===== src/rtl/unidade_load_store.sv =====
// unidade_load_store: data-memory initiator with byte/half/word lanes.
// Define LSU_ALIGN_CHECK_EN to trap misaligned half/word accesses on err.
module unidade_load_store #(
  parameter int unsigned RAM_SIZE = 500
) (
  input  logic        clk,
  input  logic        rst_n,
  input  logic        req,
  input  logic        wr,
  input  logic [1:0]  size,
  input  logic        sign_ext,
  input  logic [31:0] byte_addr,
  input  logic [31:0] wdata,
  output logic        ready,
  output logic        done,
  output logic [31:0] rdata,
  output logic        mem_we,
  output logic [31:0] mem_addr,
  output logic [31:0] mem_datain,
  input  logic [31:0] mem_dataout
`ifdef LSU_ALIGN_CHECK_EN
  ,
  output logic        err
`endif
);

  typedef enum logic [2:0] {
    IDLE,
    RD,
    CAP,
    WR,
    DONE
  } state_t;

  state_t      state_q, state_d;
  logic        ready_q, ready_d;
  logic        done_q, done_d;
  logic        mem_we_q, mem_we_d;
  logic [31:0] rdata_q, rdata_d;
  logic [31:0] mem_addr_q, mem_addr_d;
  logic [31:0] mem_datain_q, mem_datain_d;
  logic        wr_q, wr_d;
  logic [1:0]  size_q, size_d;
  logic        sext_q, sext_d;
  logic [1:0]  boff_q, boff_d;
  logic [31:0] wdata_q, wdata_d;
  logic        oor_q, oor_d;
`ifdef LSU_ALIGN_CHECK_EN
  logic        err_q, err_d;
  logic        mis;
`endif

  logic        in_oor;
  logic        is_byte;
  logic        is_half;
  logic [4:0]  sh;
  logic [7:0]  b8;
  logic [15:0] h16;
  logic [31:0] ld_val;
  logic [31:0] mask;
  logic [31:0] ins;
  logic [31:0] merged;

  assign in_oor  = {2'b00, byte_addr[31:2]} >= RAM_SIZE;
  assign is_byte = (size_q == 2'b00);
  assign is_half = (size_q == 2'b01);

`ifdef LSU_ALIGN_CHECK_EN
  assign mis = ((size == 2'b01) & byte_addr[0])
             | (size[1] & (|byte_addr[1:0]));
`endif

  // Lane extraction for loads and lane insertion for read-modify-write.
  always_comb begin
    sh     = 5'd0;
    b8     = 8'd0;
    h16    = 16'd0;
    ld_val = mem_dataout;
    mask   = 32'hFFFF_FFFF;
    ins    = wdata_q;
    unique case (1'b1)
      is_byte: begin
        sh     = {boff_q, 3'b000};
        b8     = mem_dataout[sh +: 8];
        ld_val = {{24{sext_q & b8[7]}}, b8};
        mask   = 32'h0000_00FF << sh;
        ins    = {24'd0, wdata_q[7:0]} << sh;
      end
      is_half: begin
        sh     = {boff_q[1], 4'b0000};
        h16    = mem_dataout[sh +: 16];
        ld_val = {{16{sext_q & h16[15]}}, h16};
        mask   = 32'h0000_FFFF << sh;
        ins    = {16'd0, wdata_q[15:0]} << sh;
      end
      default: ;
    endcase
    merged = (mem_dataout & ~mask) | (ins & mask);
  end

  always_comb begin
    state_d      = state_q;
    ready_d      = ready_q;
    done_d       = done_q;
    mem_we_d     = mem_we_q;
    rdata_d      = rdata_q;
    mem_addr_d   = mem_addr_q;
    mem_datain_d = mem_datain_q;
    wr_d         = wr_q;
    size_d       = size_q;
    sext_d       = sext_q;
    boff_d       = boff_q;
    wdata_d      = wdata_q;
    oor_d        = oor_q;
`ifdef LSU_ALIGN_CHECK_EN
    err_d        = err_q;
`endif
    unique case (state_q)
      IDLE: begin
        if (req) begin
          wr_d       = wr;
          size_d     = size;
          sext_d     = sign_ext;
          boff_d     = byte_addr[1:0];
          wdata_d    = wdata;
          oor_d      = in_oor;
          mem_addr_d = {2'b00, byte_addr[31:2]};
          ready_d    = 1'b0;
`ifdef LSU_ALIGN_CHECK_EN
          if (mis) begin
            state_d = DONE;
            done_d  = 1'b1;
            err_d   = 1'b1;
          end else
`endif
          if (wr && size[1]) begin
            state_d      = WR;
            mem_datain_d = wdata;
            mem_we_d     = !in_oor;
          end else begin
            state_d = RD;
          end
        end
      end
      RD: state_d = CAP;
      CAP: begin
        if (!wr_q) begin
          state_d = DONE;
          rdata_d = oor_q ? 32'd0 : ld_val;
          done_d  = 1'b1;
        end else begin
          state_d      = WR;
          mem_datain_d = merged;
          mem_we_d     = !oor_q;
        end
      end
      WR: begin
        state_d  = DONE;
        mem_we_d = 1'b0;
        done_d   = 1'b1;
      end
      DONE: begin
        state_d = IDLE;
        done_d  = 1'b0;
        ready_d = 1'b1;
`ifdef LSU_ALIGN_CHECK_EN
        err_d   = 1'b0;
`endif
      end
      default: state_d = IDLE;
    endcase
  end

  always_ff @(posedge clk or negedge rst_n) begin
    if (!rst_n) begin
      state_q      <= IDLE;
      ready_q      <= 1'b1;
      done_q       <= 1'b0;
      mem_we_q     <= 1'b0;
      rdata_q      <= 32'd0;
      mem_addr_q   <= 32'd0;
      mem_datain_q <= 32'd0;
      wr_q         <= 1'b0;
      size_q       <= 2'b00;
      sext_q       <= 1'b0;
      boff_q       <= 2'b00;
      wdata_q      <= 32'd0;
      oor_q        <= 1'b0;
`ifdef LSU_ALIGN_CHECK_EN
      err_q        <= 1'b0;
`endif
    end else begin
      state_q      <= state_d;
      ready_q      <= ready_d;
      done_q       <= done_d;
      mem_we_q     <= mem_we_d;
      rdata_q      <= rdata_d;
      mem_addr_q   <= mem_addr_d;
      mem_datain_q <= mem_datain_d;
      wr_q         <= wr_d;
      size_q       <= size_d;
      sext_q       <= sext_d;
      boff_q       <= boff_d;
      wdata_q      <= wdata_d;
      oor_q        <= oor_d;
`ifdef LSU_ALIGN_CHECK_EN
      err_q        <= err_d;
`endif
    end
  end

  assign ready      = ready_q;
  assign done       = done_q;
  assign mem_we     = mem_we_q;
  assign rdata      = rdata_q;
  assign mem_addr   = mem_addr_q;
  assign mem_datain = mem_datain_q;
`ifdef LSU_ALIGN_CHECK_EN
  assign err        = err_q;
`endif

endmodule

===== config.mk =====
export PLATFORM = sky130hd
export DESIGN_NAME = unidade_load_store
export DESIGN_NICKNAME = d
export VERILOG_FILES = /design/src/rtl/unidade_load_store.sv
export SDC_FILE = /design/constraint.sdc
export NUM_CORES = 1
export LEC_CHECK = 0
export ABC_CLOCK_PERIOD_IN_PS = 2600
export CAP_MARGIN = 10
export CORE_AREA = 3 3 142 130
export DETAILED_ROUTE_END_ITERATION = 16
export DIE_AREA = 0 0 145 133
export PLACE_DENSITY = 0.69
export RECOVER_POWER = 50
export SYNTH_ARGS = -nofsm -noshare
export SYNTH_HDL_FRONTEND = slang
export SYNTH_SLANG_ARGS = --single-unit

===== constraint.sdc =====
create_clock -name clk -period 2.6 [get_ports clk]
set_input_delay 0.39 -clock clk [delete_from_list [all_inputs] [get_ports clk]]
set_output_delay 0.39 -clock clk [all_outputs]
set_load 0.005 [all_outputs]

# Word level (Yosys, flattened, before mapping)

Cells that the tools add are included.

Flip-flop bits (word level): 139
Input port bits: 103
Output and inout port bits: 99
Logic and storage cells: 71

$lt $le $gt $ge: 1
Equal/unequal tests: 9
Shifts and indexed selects: 6
Multiplexer cells: 20
Bitwise logic cells: 7
Reductions and logical operators: 15

Operators with widths:

| cell                                                                                  | count |
|---|---|
| 32-bit case mux with 2 select lines                                                   | 4 |
| 32-bit 2-to-1 mux                                                                     | 4 |
| 32-bit bitwise AND                                                                    | 2 |
| 32-bit inverter                                                                       | 1 |
| 32-bit bitwise OR                                                                     | 1 |
| 32-bit by 6-bit variable part select with 16-bit output                               | 1 |
| 32-bit by 6-bit variable part select with 8-bit output                                | 1 |
| 16-bit by 5-bit left shift with 32-bit output                                         | 1 |
| 16-bit by 5-bit left shift with 32-bit output (first input constant)                  | 1 |
| 8-bit by 5-bit left shift with 32-bit output                                          | 1 |
| 8-bit by 5-bit left shift with 32-bit output (first input constant)                   | 1 |
| 30-bit by 9-bit greater-or-equal comparator with 1-bit output (second input constant) | 1 |
| 3-bit case mux with 4 select lines                                                    | 1 |
| 2-bit != test (second input constant)                                                 | 4 |
| 2-bit AND reduction                                                                   | 4 |
| 4-bit AND reduction                                                                   | 2 |
| 3-bit by 2-bit equality test with 1-bit output (second input constant)                | 2 |
| 3-bit 2-to-1 mux                                                                      | 2 |
| 1-bit case mux with 3 select lines                                                    | 2 |
| 3-bit nonzero test                                                                    | 2 |
| 1-bit 2-to-1 mux                                                                      | 5 |
| 2-bit nonzero test                                                                    | 2 |
| 3-bit by 1-bit equality test with 1-bit output (second input constant)                | 1 |
| 3-bit equality test (second input constant)                                           | 1 |
| 9 further kinds                                                                       | 11 |

# Longest topological paths before layout

Gate-level depths: netlist (run 1).

Depth after elaboration: 7
Mapped depth: 7
Depth with buffers taken out: 4

# Worst setup path before layout (run 1)

OpenSTA, ideal clock, no wires.

Kind: reg2reg
Start: register state_q[0]
End: register rdata_q[7], in the netlist rdata[7]
Setup time: 0.074 ns
Arrival: 1.818 ns
Required time: 2.526 ns
Path slack: 0.708 ns
Stages on the path, launching flop included: 8
Buffers on the path: 3
Period minus slack after synthesis: 1.892 ns
Path through: dfrtp_1 > buf_6 > or4b_4 > buf_6 > or2_0 > buf_2 > a221o_1 > o21ai_2

Longest elaborated chain between the ends: 2

Ends and longest elaborated chain:

| what                                           | RTL line | text |
|---|---|---|
| start: declaration                             | 35       | `state_t state_q, state_d;` |
| start signal: assignment                       | 193      | `state_q <= state_d;` |
| 3-bit by 2-bit equality test with 1-bit output | 118      | `unique case (state_q)` |
| 2-bit AND reduction (no source line)           | --       |  |
| end signal: assignment                         | 197      | `rdata_q <= rdata_d;` |
| end: declaration                               | 39       | `logic [31:0] rdata_q, rdata_d;` |

Every way passes these cells.
A chain may end at the register's enable or synchronous reset.

# Final worst setup path (run 1)

Start: register size_q[0]
End: register mem_datain_q[0], in the netlist mem_datain[0]

Longest elaborated chain between the ends: 7
Elaborated cells between the ends (all ways): 10
Those cells by class: 1 x eq/ne; 4 x mux; 4 x bitwise; 1 x reduce/logical

Ends and longest elaborated chain:

| what                                                                              | RTL line | text |
|---|---|---|
| start: declaration                                                                | 43       | `logic [1:0] size_q, size_d;` |
| start signal: assignment                                                          | 201      | `size_q <= size_d;` |
| 2-bit by 1-bit equality test with 1-bit output or 2-bit zero test (tied branches) | 66, 65   |  |
| 32-bit case mux with 2 select lines                                               | 81       | `unique case (1'b1)` |
| 32-bit inverter                                                                   | 98       | `merged = (mem_dataout & ~mask) \| (ins & mask);` |
| 32-bit bitwise AND                                                                | 98       |  |
| 32-bit bitwise OR (*)                                                             | 98       |  |
| 32-bit 2-to-1 mux (*)                                                             | 147      | `if (!wr_q) begin` |
| 32-bit case mux with 2 select lines (*)                                           | 118      |  |
| end signal: assignment                                                            | 199      | `mem_datain_q <= mem_datain_d;` |
| end: declaration                                                                  | 41       | `logic [31:0] mem_datain_q, mem_datain_d;` |

Every way passes the cells marked *; elsewhere a longest branch is shown, timed or not. The select of a mux whose other input is x is not followed.

==> results.cfg, run 1 <==
[logic_synthesis]
ys_warn_count = 0
synth_top_family_by_area = compound AO/OA/AOI/OAI gates
synth-simple-area-share_pct = 13.45
yosysUniqueCellTypes = 56
ys_seq_area_share_pct = 51.24
synthTopCellsByCount = dfrtp_1 (138), mux2_2 (67), nand2_1 (58)
syn_area_per_cell_um2 = 10.45
synthAdderAreaFrac_pct = 0
yosysTopAreaCell = dfrtp_1
synth_edf_count = 0
synthMuxAreaShare_pct = 12.77
synth_seq_cells = 139
synth.most_common_cell = dfrtp_1
synth_xor_area_share_pct = 0
syn_inst = 650
synth_top_area_share_pct = 50.86
synthFlopType = dfrtp_1
synthTopCellsByArea = dfrtp_1 (51%), mux2_2 (11%), o21ai_0 (3.8%), nand2_1 (3.2%), nand3_1 (3.0%)
syn-cell-area_um2 = 6790
synth_compound_area_share_pct = 18.15
synthArstFlopShare_pct = 100.0

[routing]
vias = 6208
first_pass_iters = 6
wl_per_cell_um = 21.05
drt-initial-drc-count = 604
drc = 0
drt_wl_total_mm = 22.88
ant_nets = 0
via_per_inst = 5.711

[setup_path]
crit_required_ns = 2.90
critical_path.endpoint_type = flip-flop
worstSetupPathType = flip-flop to flip-flop
startpoint_type = flip-flop
arrival_ns = 2.48
critical_path_peak_fanout = 15

[sta]
setup_ws_ns = 0.4144
max_freq_mhz = 457.5
tightest_slew_ns = 0.8923
final-hold-violation-count = 0
final.setup.tns_ns = 0
maxSlewViolCount = 0
slew_headroom_pct = 40.51
finalSetupViolCount = 0
worst_hold_slack_ns = 0.4907
period_minus_slack_ns = 2.186
rsz0062_at_grt = no
skew_ns = 0.01895
fin_crit_sh_pct = 84.06

[clock_tree]
worstSkewPairLatency_ns = 0.43
clk_pin_slew_ns = 0.06
clockBufferDepth = 2
cts_tree = yes
cts_buffers = 17
h-tree-depth = 4
post_cts_buffers = 0
root_buffer = clkbuf_16
cts.sinks = 139

[floorplanning]
io_pins = 202
die_x_um = 145
die_area_um2 = 19290
start_util_pct = 40.07
rows = 45
die_y_um = 133
core_area_um2 = 16950

[placed_design]
dpl.hpwl_mm = 16.61
dp.cells = 1054
placed_area_um2 = 9096
gp_congestion = 0.9043
dp_slack_ns = 0.2442
port_buffers = 199

[finish]
nFillCells = 1427
drive_above_1_share_pct = 15.96
synthToLayoutAreaGrowth_pct = 43.49
fin_util_pct = 57.49
final_nets = 942
final_cells = 1087
antenna_cells = 0
stdcell_area_um2 = 9743

[hold_path]
min_path_type = flip-flop to flip-flop

[outcome]
status = finished clean

[grt]
grt_first_pass_wirelength_mm = 35.80
grt_max_degree = 81
antenna_found_initial = 0
first_global_vias = 6306
gr-total-overflow = 0
track_usage_pct = 23.47

[power_and_ir_drop]
p_per_area_nw_per_um2 = 1193
irDropWorstVdd_uv = 637.4
power.total_mw = 11.63
p_leak_nw = 4.064

[run]
drv_cap = 0
flip-flops by register name, summed over array words and instances (netlist names):
register    flops
boff_q          2
done            1
mem_addr       30
mem_datain     32
mem_we          1
oor_q           1
rdata          32
ready           1
sext_q          1
size_q          2
state_q         3
wdata_q        32
wr_q            1
worst paths after layout:
check / startpoint / end / cells after the start / slack (ns)
max: size_q[0] / mem_datain[0] / 4 / 0.41
min reg2reg: rdata[12] / rdata[12] / 2 / 0.49
max reg2reg: size_q[0] / mem_datain[0] / 4 / 0.41
min in group asynchronous: rst_n / rdata[15] / 2 / 0.57
min: rdata[12] / rdata[12] / 2 / 0.49
max in group asynchronous: rst_n / wdata_q[21] / 3 / 0.92
cell usage in the layout (no fill, tap or decap), types with 9 or more instances in the layout:
cell and n:
a21o_1 10, a21oi_1 37, buf_4 18, clkbuf_16 17
clkdlybuf4s50_1 156, dfrtp_1 138, dlygate4sd3_1 43, inv_1 11
mux2_2 67, mux2i_1 9, nand2_1 58, nand3_1 41
nor2_1 23, nor3_1 13, o21ai_0 51
cell families (layout without fill, tap and decap cells):
family / Yosys count / in the layout
AOI/OAI and AO/OA: 186 / 186
muxes: 77 / 77
buffers and inverters: 67 / 268
DFF: 139 / 139
and+or+nand+nor: 180 / 180
other: 1 / 2
worst max-delay path, stage by stage (launching register included):
cell and delay (ns):
dfrtp_1 0.63, nor2b_1 0.28, o21ai_2 0.76, mux2i_1 0.29
o211ai_1 0.11
layer usage:
| layer | track usage, % | share of wire (%) | up-vias | routed length (µm) |
|---|---|---|---|---|
| met1 | 32.79 | 44 | 3091 | 10060 |
| met5 | 0 | 0 | - | 0 |
| met3 | 5.856 | 8.0 | 38 | 1819 |
| met4 | 6.807 | 1.7 | 0 | 399 |
| li1 | - | - | 2777 | - |
| met2 | 36.47 | 46 | 302 | 10590 |
area by class of cell:
cell class	instances	area, µm²	area share, %
Clock buffer	17	425.4	4.366
Clock inverter	15	222.7	2.286
Inverter	11	41.29	0.4238
Multi-Input combinational cell	445	3025	31.05
Sequential cell	139	3480	35.71
Tap cell	235	294.0	3.018
Timing Repair Buffer	225	2255	23.14
power by group:
| part | total (mW) | internal (mW) | switching [mW] |
|---|---|---|---|
| Combinational | 5.06 | 2.66 | 2.40 |
| Clock | 2.69 | 1.70 | 0.989 |
| Sequential | 3.87 | 3.07 | 0.807 |
| Total | 11.6 | 7.43 | 4.20 |
what timing repair did:
item                      in CTS  in global routing
hold endpoints to repair      12                  0
resized for setup              0                  0
hold buffers                   1                  0
Note: power is estimated with default switching activity, not from simulation.
==> run 2: changes to the inputs <==
- ABC_CLOCK_PERIOD_IN_PS: 2600 -> 2230
- clock period: 2.6 -> 2.23 ns (I/O delays scaled with it)
==> results.cfg, run 2 (synthesis results as in run 1) <==
[placed_design]
port_buffers = 199
placed_area_um2 = 9224
dp.cells = 1071
dpl.hpwl_mm = 17.07
dp_slack_ns = -0.02588
gp_congestion = 0.9530

[setup_path]
critical_path_peak_fanout = 23
crit_chain = or3b_2, a21o_1, a211oi_1, o21ai_0
reg2reg_to = mem_datain[14]
startpoint_type = flip-flop
max_stage_delay_ns = 0.77
reg2reg_depth = 4
crit_cells = 4
cp_num_buf_inv = 0
worstSetupPathType = flip-flop to flip-flop
crit_required_ns = 2.52
cpMaxStageDelayCell = or3b_2
r2r_slack_ns = 0.14
critical_path.endpoint_type = flip-flop
r2r-start = state_q[1]
cp_top_family = simple AND/OR/NAND/NOR gates
arrival_ns = 2.38

[finish]
final_nets = 959
drive_above_1_share_pct = 17.38
antenna_cells = 0
layout_common_cells = clkdlybuf4s50_1 (156), dfrtp_1 (138), mux2_2 (67)
final_cells = 1104
stdcell_area_um2 = 9789
multi_input_area_um2 = 3025
synthToLayoutAreaGrowth_pct = 44.17
nFillCells = 1438
register_area_um2 = 3480
layout_commonest_cell = clkdlybuf4s50_1

[floorplanning]
io_pins = 202
die_x_um = 145
core_area_um2 = 16950
die_y_um = 133
die_area_um2 = 19290
start_util_pct = 40.07
rows = 45

[power_and_ir_drop]
p_leak_nw = 4.123
power.total_mw = 13.33
p_per_area_nw_per_um2 = 1361
irDropWorstVdd_uv = 709.3

[hold_path]
hold_depth = 2
min-delay-start = rdata[10]
holdPathEnd = rdata[10]
min_path_type = flip-flop to flip-flop

[clock_tree]
post_cts_buffers = 0
cts_buffers = 17
cts_tree = yes
root_buffer = clkbuf_16
clk_pin_slew_ns = 0.06
cts.sinks = 139
h-tree-depth = 4
clockBufferDepth = 2
worstSkewPairLatency_ns = 0.42

[sta]
final-hold-violation-count = 0
maxSlewViolCount = 0
slew_headroom_pct = 21.08
finalSetupViolCount = 0
setup_ws_ns = 0.1383
final.setup.tns_ns = 0
fin_crit_sh_pct = 93.80
rsz0062_at_grt = no
period_minus_slack_ns = 2.092
tightest_slew_ns = 1.184
max_freq_mhz = 478.1
skew_ns = 0.006750

[outcome]
status = finished clean

[routing]
vias = 6201
drt_wl_total_mm = 22.91
drc = 0
via_per_inst = 5.617
wl_per_cell_um = 20.75
ant_nets = 0
first_pass_iters = 6
drt-initial-drc-count = 469

[grt]
track_usage_pct = 23.70
grt_max_degree = 45
first_global_vias = 6219
antenna_found_initial = 0
gr-total-overflow = 0
grt_first_pass_wirelength_mm = 35.82

[run]
drv_cap = 0
==> run 2: changes by cell type in the layout (fill, tap and decap cells not counted), sizes merged <==
cell      previous run  this run
clkbuf              19        26
buf                 24        39
clkinvlp             3         2
clkinv               6         5
bufinv               5         2
==> run 2: tightest hold or removal path, delay by kind of cell (launching register included) <==
kind | cells | cell delay (ns)
flops | 1 | 0.34
simple gates | 1 | 0.04
compound gates | 1 | 0.06
==> run 2: worst max-delay path by stage <==
stage	start	end	slack [ns]
floorplan	state_q[0]	rdata[7]	0.34
global placement	req	mem_addr[20]	0.009
detailed placement	req	mem_addr[1]	-0.03
CTS	state_q[1]	mem_datain[14]	0.13
global route	rst_n	wdata_q[31]	0.04
finish	state_q[1]	mem_datain[14]	0.14
==> run 2: report_power, final <==
| group | internal [mW] | switching [mW] | leakage [nW] |
|---|---|---|---|
| combinational | 3.19 | 2.95 | 2.14 |
| sequential | 3.58 | 0.813 | 1.70 |
| clock | 1.71 | 1.09 | 0.280 |
| total | 8.47 | 4.86 | 4.12 |
==> run 2: area by class of cell <==
cell class / count / area share [%]
flip-flops and latches: 139 / 35.54
multi-input cells: 445 / 30.90
repair buffers: 242 / 24.19
clock buffers: 22 / 4.742
well taps: 235 / 3.004
clock inverters: 10 / 1.189
inverters: 11 / 0.4218
==> run 2: repair_timing <==
| action | CTS | global route |
|---|---|---|
| endpoints found under the setup margin | 0 | 0 |
| gates resized for setup | 0 | 0 |
| hold endpoints to repair | 41 | 0 |
| hold buffers | 1 | 0 |
==> run 2: layer usage <==
layer  GRT usage, %  routed length (µm)  vias up
met2          36.50               10620      267
met1          32.87               10160     3098
li1               -                   -     2805
met5              0                   0        -
met4          6.860                 344        0
met3          6.712                1792       31
==> run 2: stage by stage <==
stage | hold WS [ns] | utilization, %
global route | 0.4923 | 57.76
global placement | 0.2943 | 54.43
detailed placement | 0.3011 | 54.43
floorplan | 0.03891 | -
finish | 0.4748 | 57.76
CTS | 0.4281 | 57.91
==> run 3: changes to the inputs <==
- CORE_AREA: 3 3 142 130 -> 3 3 135 137
- DIE_AREA: 0 0 145 133 -> 0 0 138 140
- SETUP_SLACK_MARGIN: not set -> 0.02
- TNS_END_PERCENT: not set -> 50
==> results.cfg, run 3 (synthesis results as in run 1) <==
[power_and_ir_drop]
combPwrFrac_pct = 45.7
p_int_mw = 8.560
p_leak_nw = 4.130
switching_power_mw = 4.779
p_sw_share_pct = 35.83
power.total_mw = 13.34
irDropWorstVdd_uv = 778.5
seqPwrFrac_pct = 32.9
pwr-share-clk_pct = 21.4
p_per_area_nw_per_um2 = 1357

[clock_tree]
clk_pin_slew_ns = 0.06
root_buffer = clkbuf_16
cts.sinks = 139
worstSkewPairLatency_ns = 0.43
clockBufferDepth = 2
cts_tree = yes
cts_buffers = 17
h-tree-depth = 4

[finish]
synthToLayoutAreaGrowth_pct = 44.74
layout_commonest_cell = clkdlybuf4s50_1
antenna_cells = 0
drive_above_1_share_pct = 17.80
layout_common_cells = clkdlybuf4s50_1 (156), dfrtp_1 (138), mux2_2 (67)
final_nets = 961

[sta]
maxSlewViolCount = 0
worst_hold_slack_ns = 0.4762
rsz0062_at_grt = no
finalSetupViolCount = 0
slew_headroom_pct = 1.325
final-hold-violation-count = 0
period_minus_slack_ns = 1.947
tightest_slew_ns = 1.480
fin_crit_sh_pct = 87.31
max_freq_mhz = 513.6
skew_ns = 0.006237

[floorplanning]
die_x_um = 138
rows = 48
die_area_um2 = 19320
start_util_pct = 39.53
io_pins = 202
die_y_um = 140
core_area_um2 = 17180

[grt]
track_usage_pct = 23.18
grt_max_degree = 58
first_global_vias = 6525
antenna_found_initial = 0
gr-total-overflow = 0
grt_first_pass_wirelength_mm = 35.80

[run]
drv_cap = 0

[setup_path]
cpMaxStageDelayCell = or3b_2
worstSetupPathType = flip-flop to flip-flop
crit_required_ns = 2.53
critical_path.endpoint_type = flip-flop
crit_chain = or3b_2, nor2_4, buf_12, mux2_2
critical_path_peak_fanout = 30
startpoint_type = flip-flop
arrival_ns = 2.25
max_stage_delay_ns = 0.53

[hold_path]
min_path_type = flip-flop to flip-flop

[placed_design]
gp_congestion = 0.9460
port_buffers = 199
dpl.hpwl_mm = 16.89

[routing]
wl_per_cell_um = 20.59
via_per_inst = 5.716
vias = 6265
drt_wl_total_mm = 22.57
first_pass_iters = 6
drt-initial-drc-count = 514
drc = 0
ant_nets = 0

[outcome]
status = finished clean
## run 3: path summary, 6_finish.rpt
| kind | cells past startpoint | endpoint | slack, ns | start |
|---|---|---|---|---|
| setup reg to reg | 4 | mem_addr[9] | 0.28 | state_q[0] |
| max in group asynchronous | 3 | mem_datain[9] | 0.35 | rst_n |
| hold / removal | 2 | rdata[10] | 0.48 | rdata[10] |
| min in group asynchronous | 2 | rdata[18] | 0.83 | rst_n |
| setup / recovery | 4 | mem_addr[9] | 0.28 | state_q[0] |
| hold reg to reg | 2 | rdata[10] | 0.48 | rdata[10] |
## run 3: routing by layer
metal	track usage, %	vias to the layer above	share of wire, %
met5	0	-	0
li1	-	2814	-
met3	7.750	47	8.7
met1	28.70	3101	41
met2	37.92	303	48
met4	8.528	0	2.7
## run 3: power by group through the flow
stage / logic, mW / clock network (mW) / registers [mW]
floorplan: 3.47 / 0 / 4.17
global placement: 6.01 / 0 / 4.37
detailed placement: 6.15 / 0 / 4.40
CTS: 6.20 / 2.89 / 4.38
global route: 6.62 / 3.02 / 4.52
finish: 6.10 / 2.85 / 4.39
## run 3: area by class of cell
cell class | count | area [µm²]
Clock buffer | 23 | 488.0
Clock inverter | 9 | 111.4
Fill cell | 1469 | 7348
Tap cell | 225 | 281.5
Sequential cell | 139 | 3480
Multi-Input combinational cell | 445 | 3030
Timing Repair Buffer | 244 | 2396
Inverter | 11 | 41.29
## run 3: metrics by stage
stage               setup WS, ns  utilization (%)  std cells  cell area [µm²]  TNS (ns)
floorplan                 0.3376                -        651             6794         0
global placement        0.002456            53.72       1063             9226         0
detailed placement      -0.02802            53.72       1063             9226   -0.4622
CTS                      0.08468            57.26       1096             9836         0
global route             0.09346            57.22       1096             9828         0
finish                    0.2831            57.22       1096             9828         0
## run 3: repair_timing
action                                 in CTS  in global routing
hold buffers                                1                  0
resized for setup                           0                  2
setup endpoints to repair                   0                 20
setup buffers                               0                  0
endpoints found under the hold margin      53                  0
## run 3: critical path: cells and delay by family (launching register included)
family                 cells  cell delay, ns
DFF                        1            0.48
muxes                      1            0.36
buffers and inverters      1            0.23
and+or+nand+nor            2            0.74
